[config.mk]
export PLATFORM = sky130hd
export DESIGN_NAME = vga_frame_monitor
export DESIGN_NICKNAME = d
export VERILOG_FILES = /design/src/rtl/vga_frame_monitor.sv
export SDC_FILE = /design/constraint.sdc
export NUM_CORES = 1
export LEC_CHECK = 0
export CAP_MARGIN = 20
export CORE_MARGIN = 2
export CORE_UTILIZATION = 50
export DETAILED_ROUTE_END_ITERATION = 12
export PLACE_DENSITY = 0.72
export SYNTH_ARGS = -nofsm -noshare
export SYNTH_HDL_FRONTEND = slang
export SYNTH_SLANG_ARGS = --single-unit
[constraint.sdc]
create_clock -name clk -period 15.1 [get_ports clk]
set_input_delay 3.775 -clock clk [delete_from_list [all_inputs] [get_ports clk]]
set_output_delay 3.775 -clock clk [all_outputs]
set_load 0.02 [all_outputs]
[src/rtl/vga_frame_monitor.sv]
// vga_frame_monitor
// Receive-side checker for a VGA raster. Recovers active pixel coordinates,
// measures frame geometry against the expected mode, accumulates a per-frame
// R+G+B checksum over active pixels and captures the color at a probe point.
//
// Ports:
//   clk, rst                  system clock, async active-high reset
//   pix_en                    pixel strobe; all raster inputs sampled on it
//   hsync_n, vsync_n          active-low syncs
//   blank_n                   1 = active pixel
//   rgb[23:0]                 pixel color {R,G,B}
//   probe_x, probe_y          active-area coordinate to capture
//   rx_x, rx_y, rx_valid      coordinate of the last sample (registered)
//   h_total_meas              last line length in pixel strobes
//   v_total_meas              last frame length in lines
//   h_active_meas             max active pixels in any line of last frame
//   v_active_meas             lines with at least one active pixel
//   frame_sum                 R+G+B sum over active pixels of last frame
//   probe_rgb                 color captured at the probe in last frame
//   frame_done                one-cycle pulse when the frame outputs update
//   locked, geom_err          geometry verdict of the last completed frame
//
// state   | meaning
// --------+---------------------------------------------------------------
// SEARCH  | no frame start seen yet; outputs untouched
// MEASURE | measuring; last completed frame (if any) mismatched
// LOCKED  | measuring; last completed frame matched the expected geometry
module vga_frame_monitor #(
    parameter int H_ACTIVE = 640,
    parameter int V_ACTIVE = 480,
    parameter int H_TOTAL  = 800,
    parameter int V_TOTAL  = 525
) (
    input  logic        clk,
    input  logic        rst,
    input  logic        pix_en,
    input  logic        hsync_n,
    input  logic        vsync_n,
    input  logic        blank_n,
    input  logic [23:0] rgb,
    input  logic [9:0]  probe_x,
    input  logic [9:0]  probe_y,
    output logic [9:0]  rx_x,
    output logic [9:0]  rx_y,
    output logic        rx_valid,
    output logic [10:0] h_total_meas,
    output logic [9:0]  v_total_meas,
    output logic [9:0]  h_active_meas,
    output logic [9:0]  v_active_meas,
    output logic [31:0] frame_sum,
    output logic [23:0] probe_rgb,
    output logic        frame_done,
    output logic        locked,
    output logic        geom_err
);

    localparam logic [10:0] HT_L = 11'(H_TOTAL);
    localparam logic [9:0]  VT_L = 10'(V_TOTAL);
    localparam logic [9:0]  HA_L = 10'(H_ACTIVE);
    localparam logic [9:0]  VA_L = 10'(V_ACTIVE);

    typedef enum logic [1:0] {ST_SEARCH, ST_MEASURE, ST_LOCKED} state_t;

    state_t      state, state_next;
    logic        frame_close;

    logic        prev_hs, prev_vs;
    logic [10:0] h_cnt, line_len;
    logic [9:0]  act_cnt, line_max, act_lines, v_cnt;
    logic [31:0] sum_acc;
    logic [23:0] probe_acc;

    logic        h_edge, v_edge;
    logic [10:0] line_len_f;
    logic [9:0]  max_f, act_lines_f, v_cnt_f;
    logic [9:0]  x_cur, y_cur;
    logic [9:0]  pix_sum;
    logic        probe_hit;
    logic        geom_ok;

    assign h_edge = pix_en & ~hsync_n & prev_hs;
    assign v_edge = pix_en & ~vsync_n & prev_vs;

    // "_f" values have the closing line's H-edge folded in, so a frame close
    // on a coincident H/V edge still sees the final line.
    assign line_len_f  = !h_edge ? line_len :
                         (h_cnt == 11'h7FF) ? 11'h7FF : h_cnt + 11'd1;
    assign max_f       = (h_edge && act_cnt > line_max) ? act_cnt : line_max;
    assign act_lines_f = (h_edge && act_cnt != 10'd0 && act_lines != 10'h3FF) ?
                         act_lines + 10'd1 : act_lines;
    assign v_cnt_f     = (h_edge && v_cnt != 10'h3FF) ? v_cnt + 10'd1 : v_cnt;

    // Coordinates of the current sample: a new line or frame starts at zero.
    assign x_cur = (h_edge || v_edge) ? 10'd0 : act_cnt;
    assign y_cur = v_edge ? 10'd0 : act_lines_f;

    assign pix_sum   = {2'b00, rgb[23:16]} + {2'b00, rgb[15:8]} + {2'b00, rgb[7:0]};
    assign probe_hit = blank_n && (x_cur == probe_x) && (y_cur == probe_y);
    assign geom_ok   = (line_len_f == HT_L) && (v_cnt_f == VT_L) &&
                       (max_f == HA_L) && (act_lines_f == VA_L);

    always_comb begin
        state_next  = state;
        frame_close = 1'b0;
        case (state)
            ST_SEARCH: begin
                if (v_edge) state_next = ST_MEASURE;
            end
            ST_MEASURE, ST_LOCKED: begin
                if (v_edge) begin
                    frame_close = 1'b1;
                    state_next  = geom_ok ? ST_LOCKED : ST_MEASURE;
                end
            end
            default: state_next = ST_SEARCH;
        endcase
    end

    always_ff @(posedge clk or posedge rst) begin
        if (rst) state <= ST_SEARCH;
        else     state <= state_next;
    end

    // Sample-rate datapath; everything here freezes while pix_en is low.
    always_ff @(posedge clk or posedge rst) begin
        if (rst) begin
            prev_hs   <= 1'b1;
            prev_vs   <= 1'b1;
            h_cnt     <= '0;
            line_len  <= '0;
            act_cnt   <= '0;
            line_max  <= '0;
            act_lines <= '0;
            v_cnt     <= '0;
            sum_acc   <= '0;
            probe_acc <= '0;
            rx_x      <= '0;
            rx_y      <= '0;
            rx_valid  <= 1'b0;
        end else if (pix_en) begin
            prev_hs  <= hsync_n;
            prev_vs  <= vsync_n;
            h_cnt    <= h_edge ? 11'd0 :
                        (h_cnt == 11'h7FF) ? h_cnt : h_cnt + 11'd1;
            line_len <= line_len_f;
            act_cnt  <= (blank_n && x_cur != 10'h3FF) ? x_cur + 10'd1 : x_cur;
            rx_x     <= x_cur;
            rx_y     <= y_cur;
            rx_valid <= blank_n;
            if (v_edge) begin
                // The V-edge sample itself belongs to the new frame.
                v_cnt     <= '0;
                act_lines <= '0;
                line_max  <= '0;
                sum_acc   <= blank_n ? {22'd0, pix_sum} : 32'd0;
                probe_acc <= probe_hit ? rgb : 24'd0;
            end else begin
                v_cnt     <= v_cnt_f;
                act_lines <= act_lines_f;
                line_max  <= max_f;
                if (blank_n)   sum_acc   <= sum_acc + {22'd0, pix_sum};
                if (probe_hit) probe_acc <= rgb;
            end
        end
    end

    // Frame-level outputs; frame_done is a single clk pulse regardless of pix_en.
    always_ff @(posedge clk or posedge rst) begin
        if (rst) begin
            h_total_meas  <= '0;
            v_total_meas  <= '0;
            h_active_meas <= '0;
            v_active_meas <= '0;
            frame_sum     <= '0;
            probe_rgb     <= '0;
            frame_done    <= 1'b0;
            locked        <= 1'b0;
            geom_err      <= 1'b0;
        end else begin
            frame_done <= frame_close;
            if (frame_close) begin
                h_total_meas  <= line_len_f;
                v_total_meas  <= v_cnt_f;
                h_active_meas <= max_f;
                v_active_meas <= act_lines_f;
                frame_sum     <= sum_acc;
                probe_rgb     <= probe_acc;
                locked        <= geom_ok;
                geom_err      <= ~geom_ok;
            end
        end
    end

endmodule

# Yosys cells after proc, flatten, opt, wreduce, memory -nomap -nowiden
# Cells that the tools add are included.
word_totals:
  reg_bits: 233
  in_bits: 50
  output_inout_bits: 121
  elab_cells: 96
classes:
  add_sub_neg: 7
  magnitude_cmp: 1
  n_eq_ne: 15
  mux: 24
  bitwise: 7
  reduce_logical: 20
ops:
  columns: ["op", "count"]
  rows:
  - ["$mux W10", 9]
  - ["$mux W24", 3]
  - ["$mux W32", 2]
  - ["$mux W11", 4]
  - ["$add A32 B10 Y32", 1]
  - ["$add A10 B1 Y10 const B", 3]
  - ["$ne A10 B10 Y1 const B", 3]
  - ["$eq A10 B10 Y1", 2]
  - ["$eq A10 B10 Y1 const B", 2]
  - ["$add A11 B1 Y11 const B", 1]
  - ["$eq A11 B10 Y1 const B", 1]
  - ["$eq A11 B11 Y1 const B", 1]
  - ["$add A9 B8 Y10", 1]
  - ["$eq A10 B9 Y1 const B", 1]
  - ["$gt A10 B10 Y1", 1]
  - ["$logic_and A1 B1 Y1", 10]
  - ["$reduce_bool A10 Y1", 1]
  - ["$add A8 B8 Y9", 1]
  - ["$reduce_and A2 Y1", 4]
  - ["$mux W2", 3]
  - ["$ne A2 B2 Y1 const B", 3]
  - ["$and A1 B1 Y1", 4]
  - ["$pmux W2 S2", 1]
  - ["$reduce_bool A2 Y1", 2]
  - ["7 further kinds", 10]

# Longest topological paths before layout
# Gate-level depths: netlist of the first run.
logic_depth:
  word_depth: 12
  depth_mapped: 20
  depth_no_buf: 19

# Worst setup path after synthesis of the first run
# Ideal clock, no wire load.
synth_path:
  path_kind: "input port to flip-flop"
  from: "input rgb[1]"
  to: "register sum_acc[28]"
  setup_ns: 0.078
  arrival_time_ns: 7.236
  t_required_ns: 15.022
  setup_slack_ns: 7.786
  cell_stages: 18
  n_path_buf: 0
  path_cell_list: "inv_1 fa_1 inv_1 ha_1 inv_1 fa_1 nor2b_1 o21ai_0 a21boi_0 o21ai_0 nand2_1 xor2_1 ha_1 a21oi_1 or4_1 and2_1 or3_1 a21oi_1"
synth_between:
  elab_chain_cells: 4
synth_rtl:
  columns: ["element", "line", "rtl"]
  rows:
  - ["start: declaration", "40", "input logic [23:0] rgb,"]
  - ["$add A9 B8 Y10", "97", "assign pix_sum = {2'b00, rgb[23:16]} + {2'b00, rgb[15:8]} + {2'b00, rgb[7:0]};"]
  - ["$add A32 B10 Y32", "161", "if (blank_n) sum_acc <= sum_acc + {22'd0, pix_sum};"]
  - ["$mux W32", "161", null]
  - ["$mux W32", "150", "if (v_edge) begin"]
  - ["end signal: assignment", "155", "sum_acc <= blank_n ? {22'd0, pix_sum} : 32'd0;"]
  - ["end signal: assignment", "161", null]
  - ["end: declaration", "70", "logic [31:0] sum_acc;"]
# Every way passes these cells. The select of a mux whose other input is x is not followed.
# A chain may end at the register's enable or synchronous reset.

# Worst setup path after layout of the first run
layout_path:
  from: "input rgb[1]"
  to: "register sum_acc[24]"
# The elaborated chain is that of the path after synthesis.

==> impl_metrics.toml, run 1 <==
[routing]
wire_per_inst_um = 17.56
drt_iter0_drc = 497
via_count = 9134
via_per_inst = 5.509
finalWirelength_um = 29120
first_pass_iters = 7
final_antenna_net_count = 0
drc = 0

[job]
cap_violations = 0

[worst_setup_path]
reg2regPathDepth = 9
start_kind = "primary input"
slowest_stage = "a21boi_0"
critPathRequiredTime_ns = 15.54
cp-end-kind = "register"
r2r_slack_ns = 10.73
crit_type = "primary input to register"
crit_chain = "clkdlybuf4s50_1, inv_1, fa_1, inv_1, ha_1, inv_1, fa_1, nor2b_1, o21ai_0, a21boi_0, o21ai_0, nand2_1, xor2_1, ha_1, a2111oi_0, nor2_1, a21boi_0, o21ai_0, a21oi_1"
cp_max_fo = 8
arrival_ns = 8.23
slowest_delay_ns = 0.63
r2r-end = "probe_acc[7]$_DFFE_PP0P_"
worstReg2RegStart = "act_cnt[5]$_DFFE_PP0P_"

[yosys]
synth_ff_type = "dfrtp_1"
synth_edf_count = 0
yosys_warnings = 0
syn_avg_cell_area_sq_um = 10.04
synth_seq_cells = 233
syn_area_sq_um = 11770
yosysSeqAreaShare_pct = 49.54
synthArstFlopShare_pct = 100.0
ys_types = 68
synth_cells = 1173
syn_nets = 1266

[sta]
slew_headroom_pct = 39.79
period_share_pct = 51.65
whs_ns = 0.4761
max_freq_mhz = 128.2
hold_viol = 0
fin_skew_ns = 0.01037
min_period_ns = 7.798
maxSlewViolCount = 0
finalSetupTns_ns = 0
rsz0062_at_grt = "no"
worstMarginPinSlew_ns = 0.9031
setup_violations = 0

[global_routing]
antenna_found_initial = 0
grtUsageTotal_pct = 23.57
grt_use_met1_pct = 33.03
grt_pass1_vias = 8920
grt_util_met3_pct = 3.276
grt_max_degree = 108
grt_first_pass_wirelength_um = 46740
use_met2_pct = 39.01
top_usage_layer = "met2"
grt-ovfl-total = 0

[power_and_ir_drop]
power_density_nw_per_um2 = 137.3
ir_drop_uv = 92.13
p_leak_nw = 6.506

[floorplan]
die_area_sq_um = 24790
die-width_um = 157.5
die_h_um = 157.5
core_sq_um = 23260
start_util_pct = 50.61
placementRows = 56
ios = 171

[placed_design]
gp_congestion = 0.8848
port_buffers = 170
place_hpwl_um = 20210
dpl.cell_count = 1616

[cells_and_area]
area_growth_pct = 23.33
final.fill_count = 1965
drive_gt1_share_pct = 9.709
mostFrequentLayoutCells = "dfrtp_1, clkdlybuf4s50_1, nand2_1, nor2_1, o21ai_0"
layout_commonest_cell = "dfrtp_1"
finalNonFillerCells = 1658
diodes = 0
final_core_util_pct = 62.42
fin_nets = 1417

[clocking]
root_buffer = "clkbuf_16"
cts.path.max_buffers = 3
cts_tree = "yes"
clk_latency_ns = 0.52
numCtsBuffers = 25
path_clk_slew_ns = 0.06
ctsHoldBuffers = 0
htree_levels = 1
cts_sinks = 233
cts_setup_buffers = 0
cts_resized = 0

[hold_path]
hold_path_depth = 2
hp-class = "register to register"
holdPathEnd = "v_total_meas[8]$_DFFE_PP0P_"
hp-start = "v_total_meas[8]$_DFFE_PP0P_"

[run_status]
status = "complete, no violations"
worst max-delay path, delay by kind of cell:
kind,cells,cell delay (ns)
AO/OA/AOI/OAI,7,2.03
adder cells (fa/ha/maj),4,1.26
buffers and inverters,4,0.65
AND/OR/NAND/NOR,3,0.43
XOR/XNOR,1,0.08
sequential cells by signal (all words and copies together), names as in the netlist, 11 cells and up:
signal,count
probe_rgb,24
sum_acc,32
h_cnt,11
line_len,11
h_total_meas,11
probe_acc,24
frame_sum,32
cell type report:
class / instances / area [sq um] / share of cell area, %
Clock buffer: 36 / 757.0 / 5.213
Clock inverter: 6 / 41.29 / 0.2844
Inverter: 76 / 292.8 / 2.016
Multi-Input combinational cell: 807 / 5413 / 37.28
Timing Repair Buffer: 181 / 1784 / 12.29
Tap cell: 319 / 399.1 / 2.749
Sequential cell: 233 / 5833 / 40.17
power breakdown:
part           total (W)  switching, W  internal, W
Sequential      0.000796     0.0000787     0.000717
Clock           0.000593      0.000247     0.000346
Combinational   0.000605      0.000330     0.000276
worst max path at each step:
stage | from | endpoint | slack [ns] | depth (start not counted)
finish | rgb[1] | sum_acc[24]$_DFFE_PP0P_ | 7.30 | 19
global route | rgb[9] | sum_acc[24]$_DFFE_PP0P_ | 6.95 | 19
CTS | rgb[1] | sum_acc[24]$_DFFE_PP0P_ | 7.35 | 19
detailed placement | rgb[1] | sum_acc[30]$_DFFE_PP0P_ | 6.82 | 19
global placement | rgb[1] | sum_acc[24]$_DFFE_PP0P_ | 6.91 | 19
floorplan | rst | act_cnt[0]$_DFFE_PP0P_ | 4.94 | 1
routing by layer:
metal  part of all wire, %  up-vias
met1                    45     4500
met3                   5.1       36
met2                    48      234
met4                   1.6        0
met5                     0        -
li1                      -     4364
synth_stat cells, drive strengths merged, types with 21 or more instances:
| cell type | number | share of area, % |
|---|---|---|
| mux2i | 41 | 3.5 |
| inv | 76 | 2.4 |
| o21ai | 76 | 3.2 |
| a21oi | 68 | 2.9 |
| xnor2 | 45 | 3.3 |
| nor3 | 21 | 0.89 |
| nand2 | 126 | 4.0 |
| nand4 | 21 | 1.1 |
| clkbuf | 38 | 1.2 |
| ha | 33 | 3.5 |
| dfrtp | 231 | 49 |
| nor2 | 103 | 3.3 |
| nand3 | 25 | 1.1 |
| mux2 | 61 | 5.8 |
through the flow:
stage | total power, W | setup WS, ns | instance area [sq um]
6_report | 0.001993 | 7.302 | 14520
3_5_place_dp | 0.001405 | 6.819 | 13720
3_3_place_gp | 0.001391 | 6.908 | 13720
2_1_floorplan | 0.001182 | 4.939 | 11770
5_1_grt | 0.002100 | 6.949 | 14520
4_1_cts | 0.002006 | 7.351 | 14520
kinds of logic after synthesis:
kind of cell / synth area share [%]
adders and majority gates: 5.207
muxes: 9.320
DFF: 49.54
AOI/OAI and AO/OA: 10.88
xor gates and xnor gates: 4.835
and+or+nand+nor: 15.64
buffers and inverters: 4.570
(Power assumes the default switching activity.)
==> run 2: changes to the inputs <==
==> constraint.sdc (replaced) <==
create_clock -name clk -period 7.7 [get_ports clk]
set_input_delay 1.925 -clock clk [delete_from_list [all_inputs] [get_ports clk]]
set_output_delay 1.925 -clock clk [all_outputs]
set_load 0.02 [all_outputs]
==> run 2 against run 1 <==
Hold slack worse by 0.00098 ns. Flip-flop and latch count unchanged. First-iteration DRC count up 15%. Count of clock-buffer cells in the layout up 1. Critical endpoint is now sum_acc[31]$_DFFE_PP0P_. Largest power group unchanged. Highest routed layer unchanged.
==> impl_metrics.toml, run 2 (synthesized netlist as in run 1, its figures left out) <==
[cells_and_area]
finalNonFillerCells = 1665
diodes = 0
final_core_util_pct = 62.62
area_growth_pct = 23.72
drive_gt1_share_pct = 9.955
layout_commonest_cell = "dfrtp_1"
largest_registers = "frame_sum: 32 flops, sum_acc: 32 flops"
mostFrequentLayoutCells = "dfrtp_1, clkdlybuf4s50_1, nand2_1, nor2_1, o21ai_0"
fin_nets = 1420

[worst_setup_path]
slowest_delay_ns = 0.55
start_kind = "primary input"
crit_family = "adder cells"
cp-end-kind = "register"
crit_start = "rgb[1]"
reg2regPathDepth = 9
crit_buf_inv = 5
critPathRequiredTime_ns = 8.11
r2r_slack_ns = 3.38
path_depth = 21
cp_max_fo = 12
arrival_ns = 6.28
crit_type = "primary input to register"
crit_top_cell = "inv_1"
r2r-end = "probe_acc[13]$_DFFE_PP0P_"
worstSetupEndpoint = "sum_acc[31]$_DFFE_PP0P_"
crit_chain = "clkdlybuf4s50_1, inv_1, fa_1, inv_1, ha_1, inv_1, fa_1, nor2b_1, o21ai_0, a21boi_0, o21ai_0, nand2_1, xor2_1, ha_1, nand3_1, nor3_1, o31ai_1, buf_4, a2111oi_0, xnor2_1, nor2_1"
slowest_stage = "a2111oi_0"
worstReg2RegStart = "act_cnt[5]$_DFFE_PP0P_"

[placed_design]
place_hpwl_um = 20760
gp_congestion = 0.8652
port_buffers = 170
dp_slack_ns = 1.366
dpl.cell_count = 1619

[clocking]
cts_sinks = 233
cts_resized = 0
cts_tree = "yes"
clk_latency_ns = 0.54
path_clk_slew_ns = 0.06
cts_setup_buffers = 0
htree_levels = 1
numCtsBuffers = 25
cts.path.max_buffers = 3
root_buffer = "clkbuf_16"
ctsHoldBuffers = 0

[floorplan]
placementRows = 56
ios = 171
die_h_um = 157.5
die_area_sq_um = 24790
core_sq_um = 23260
die-width_um = 157.5
start_util_pct = 50.61

[hold_path]
hp-class = "register to register"

[job]
cap_violations = 0

[global_routing]
grt-ovfl-total = 0
grt_pass1_vias = 8960
grt_max_degree = 84
grt_first_pass_wirelength_um = 46770
antenna_found_initial = 0
grtUsageTotal_pct = 23.57

[routing]
final_antenna_net_count = 0
finalWirelength_um = 28960
wire_per_inst_um = 17.39
first_pass_iters = 5
via_count = 9094
drc = 0
via_per_inst = 5.462
drt_iter0_drc = 571

[sta]
period_share_pct = 76.20
slew_headroom_pct = 41.13
fin_ws_ns = 1.833
setup_violations = 0
hold_viol = 0
rsz0062_at_grt = "no"
min_period_ns = 5.867
finalSetupTns_ns = 0
max_freq_mhz = 170.4
fin_skew_ns = 0.02869
maxSlewViolCount = 0
worstMarginPinSlew_ns = 0.8831

[run_status]
status = "complete, no violations"

[power_and_ir_drop]
ir_drop_uv = 184.0
p_leak_nw = 6.526
power_density_nw_per_um2 = 268.9
## run 2: worst min-delay path by stage
stage	slack, ns	cells past startpoint	to	from
CTS	0.48	2	h_active_meas[6]$_DFFE_PP0P_	h_active_meas[6]$_DFFE_PP0P_
global route	0.50	2	v_total_meas[8]$_DFFE_PP0P_	v_total_meas[8]$_DFFE_PP0P_
detailed placement	0.47	2	h_active_meas[6]$_DFFE_PP0P_	h_active_meas[6]$_DFFE_PP0P_
finish	0.48	2	v_total_meas[5]$_DFFE_PP0P_	v_total_meas[5]$_DFFE_PP0P_
floorplan	0.47	2	line_len[2]$_DFFE_PP0P_	line_len[2]$_DFFE_PP0P_
global placement	0.46	2	v_total_meas[5]$_DFFE_PP0P_	v_total_meas[5]$_DFFE_PP0P_
## run 2: routing by layer
| metal | routed length, um | vias to the layer above | share of wire, % | track usage, % |
|---|---|---|---|---|
| met5 | 0 | - | 0 | 0 |
| met2 | 13870 | 258 | 48 | 38.05 |
| met3 | 1504 | 42 | 5.2 | 3.194 |
| met4 | 602 | 0 | 2.1 | 6.364 |
| li1 | - | 4383 | - | - |
| met1 | 12980 | 4411 | 45 | 33.59 |
## run 2: through the flow
stage | hold WS (ns) | area (sq um) | total power, W
after floorplan | 0.4746 | 11780 | 0.002318
after global placement | 0.4598 | 13740 | 0.002731
after detailed placement | 0.4694 | 13740 | 0.002753
after CTS | 0.4823 | 14570 | 0.003946
after global routing | 0.5008 | 14570 | 0.004138
final | 0.4751 | 14570 | 0.003917
## run 2: cell type report
| cell class | instances | area [sq um] |
|---|---|---|
| Clock inverter | 9 | 85.08 |
| Fill cell | 1988 | 8696 |
| Inverter | 76 | 289.0 |
| Sequential cell | 233 | 5833 |
| Multi-Input combinational cell | 807 | 5413 |
| Clock buffer | 37 | 740.7 |
| Tap cell | 319 | 399.1 |
| Timing Repair Buffer | 184 | 1807 |
## run 2: where the power goes
part | total [W] | leakage [nW] | internal [W] | switching [W]
sequential | 0.00155 | 3.14 | 0.00141 | 0.000149
clock | 0.00118 | 0.399 | 0.000701 | 0.000484
combinational | 0.00118 | 2.98 | 0.000541 | 0.000636
## run 2: tightest hold or removal path: stages (launching register included)
cell and delay (ns):
dfrtp_1 0.34, nand2_1 0.05, o21ai_0 0.06
==> run 3: changes to the inputs <==
==> constraint.sdc (replaced) <==
create_clock -name clk -period 5.8 [get_ports clk]
set_input_delay 1.45 -clock clk [delete_from_list [all_inputs] [get_ports clk]]
set_output_delay 1.45 -clock clk [all_outputs]
set_load 0.02 [all_outputs]
==> run 3 against run 2 <==
Global-route usage up 0.53 points. Count of clock-buffer cells in the layout down 1. Routed wire length up 1.9%. Design area up 1.6%. Hold slack worse by 0.0014 ns. Sequential power up 33%. Clock skew down 0.0032 ns. Worst setup slack worse by 1.3 ns. Critical endpoint is now sum_acc[21]$_DFFE_PP0P_.
==> impl_metrics.toml, run 3 (synthesized netlist as in run 1, its figures left out) <==
[cells_and_area]
area_growth_pct = 25.71
drive_gt1_share_pct = 10.82
fin_nets = 1432
final.fill_count = 1910
largest_registers = "frame_sum: 32 flops, sum_acc: 32 flops"
mostFrequentLayoutCells = "dfrtp_1, clkdlybuf4s50_1, nand2_1, nor2_1, o21ai_0"
layout_commonest_cell = "dfrtp_1"
diodes = 0

[floorplan]
die_h_um = 157.5
placementRows = 56
core_sq_um = 23260
die_area_sq_um = 24790
die-width_um = 157.5
ios = 171
start_util_pct = 50.61

[sta]
max_freq_mhz = 190.7
rsz0062_at_grt = "no"
finalSetupTns_ns = 0
period_share_pct = 90.40
worstMarginPinSlew_ns = 0.9576
fin_skew_ns = 0.02545
slew_headroom_pct = 36.02
hold_viol = 0
setup_violations = 0
maxSlewViolCount = 0
min_period_ns = 5.243
fin_ws_ns = 0.5569
whs_ns = 0.4737

[global_routing]
antenna_found_initial = 0
grt_pass1_vias = 9146
grtUsageTotal_pct = 24.10
grt-ovfl-total = 0
grt_first_pass_wirelength_um = 47660
grt_max_degree = 89

[run_status]
status = "complete, no violations"

[worst_setup_path]
crit_type = "primary input to register"
worstReg2RegStart = "act_cnt[5]$_DFFE_PP0P_"
r2r_slack_ns = 1.40
critPathRequiredTime_ns = 6.19
r2r-end = "probe_acc[11]$_DFFE_PP0P_"
arrival_ns = 5.63
start_kind = "primary input"
cp-end-kind = "register"
reg2regPathDepth = 9
worstSetupEndpoint = "sum_acc[21]$_DFFE_PP0P_"
cp_max_fo = 8
crit_start = "rgb[1]"

[placed_design]
dp_slack_ns = 0.0005156
port_buffers = 170
gp_congestion = 0.8995
place_hpwl_um = 21080

[clocking]
htree_levels = 1
cts_sinks = 233
cts_tree = "yes"
clk_latency_ns = 0.53
numCtsBuffers = 25
path_clk_slew_ns = 0.06
root_buffer = "clkbuf_16"
cts_setup_buffers = 0
cts.path.max_buffers = 3

[routing]
wire_per_inst_um = 17.59
drc = 0
finalWirelength_um = 29500
via_count = 9265
wl_met2_um = 14030
drt_iter0_drc = 506
first_pass_iters = 6
maxUsedRoutingLayer = "met4"
drt-met1-wl_um = 12900
final_antenna_net_count = 0
wl_met3_um = 1591
via_per_inst = 5.525

[power_and_ir_drop]
power_density_nw_per_um2 = 369.0
p_total_w = 0.005462
p_leak_nw = 6.652
ir_drop_uv = 388.3

[hold_path]
hold_path_depth = 2
hp-class = "register to register"

[job]
cap_violations = 0
-- run 3: what timing repair did --
action                                  4_1_cts  5_1_grt
gates resized for setup                       0        1
hold buffers                                  0        0
endpoints found under the setup margin        0        1
-- run 3: critical path, cell delays in order --
cell             delay [ns]
clkdlybuf4s50_1        0.45
inv_1                  0.08
fa_1                   0.48
inv_1                  0.07
ha_1                   0.16
inv_1                  0.05
fa_1                   0.39
nor2b_1                0.12
o21ai_0                0.11
a21boi_0               0.30
o21ai_0                0.14
nand2_1                0.10
xor2_1                 0.08
ha_1                   0.36
nand3_1                0.09
nor3_1                 0.20
o31ai_1                0.11
buf_4                  0.17
a2111oi_0              0.50
xnor2_1                0.17
nor2_1                 0.05
-- run 3: cell type report --
class	count	area (sq um)	area share, %
Clock buffer	36	737.0	4.979
Clock inverter	10	206.4	1.395
Inverter	76	289.0	1.953
Multi-Input combinational cell	807	5414	36.58
Sequential cell	233	5833	39.41
Tap cell	319	399.1	2.697
Timing Repair Buffer	196	1922	12.99
-- run 3: metal layers --
layer  track usage (%)  vias up
met5                 0        -
met4             8.528        0
met3             3.359       67
met2             39.49      302
met1             32.92     4482
li1                  -     4414
-- run 3: worst min path at each step --
stage	start	end	slack, ns
floorplan	line_len[2]$_DFFE_PP0P_	line_len[2]$_DFFE_PP0P_	0.47
global placement	h_active_meas[0]$_DFFE_PP0P_	h_active_meas[0]$_DFFE_PP0P_	0.46
detailed placement	h_active_meas[0]$_DFFE_PP0P_	h_active_meas[0]$_DFFE_PP0P_	0.47
CTS	h_active_meas[0]$_DFFE_PP0P_	h_active_meas[0]$_DFFE_PP0P_	0.48
global route	v_total_meas[5]$_DFFE_PP0P_	v_total_meas[5]$_DFFE_PP0P_	0.50
finish	v_total_meas[8]$_DFFE_PP0P_	v_total_meas[8]$_DFFE_PP0P_	0.47
-- run 3: metrics by stage --
| step | cell area [sq um] | std cells | utilization [%] |
|---|---|---|---|
| final | 14800 | 1677 | 63.62 |
| after global routing | 14800 | 1677 | 63.62 |
| after CTS | 14800 | 1677 | 63.62 |
| after detailed placement | 13860 | 1631 | 59.56 |
| after global placement | 13860 | 1631 | 59.56 |
| after floorplan | 11780 | 1173 | - |
-- run 3: power by group --
part	switching, W	internal [W]	total (W)
registers	0.000198	0.00187	0.00206
logic	0.000856	0.000739	0.00160
clock network	0.000655	0.00115	0.00180
total	0.00171	0.00375	0.00546
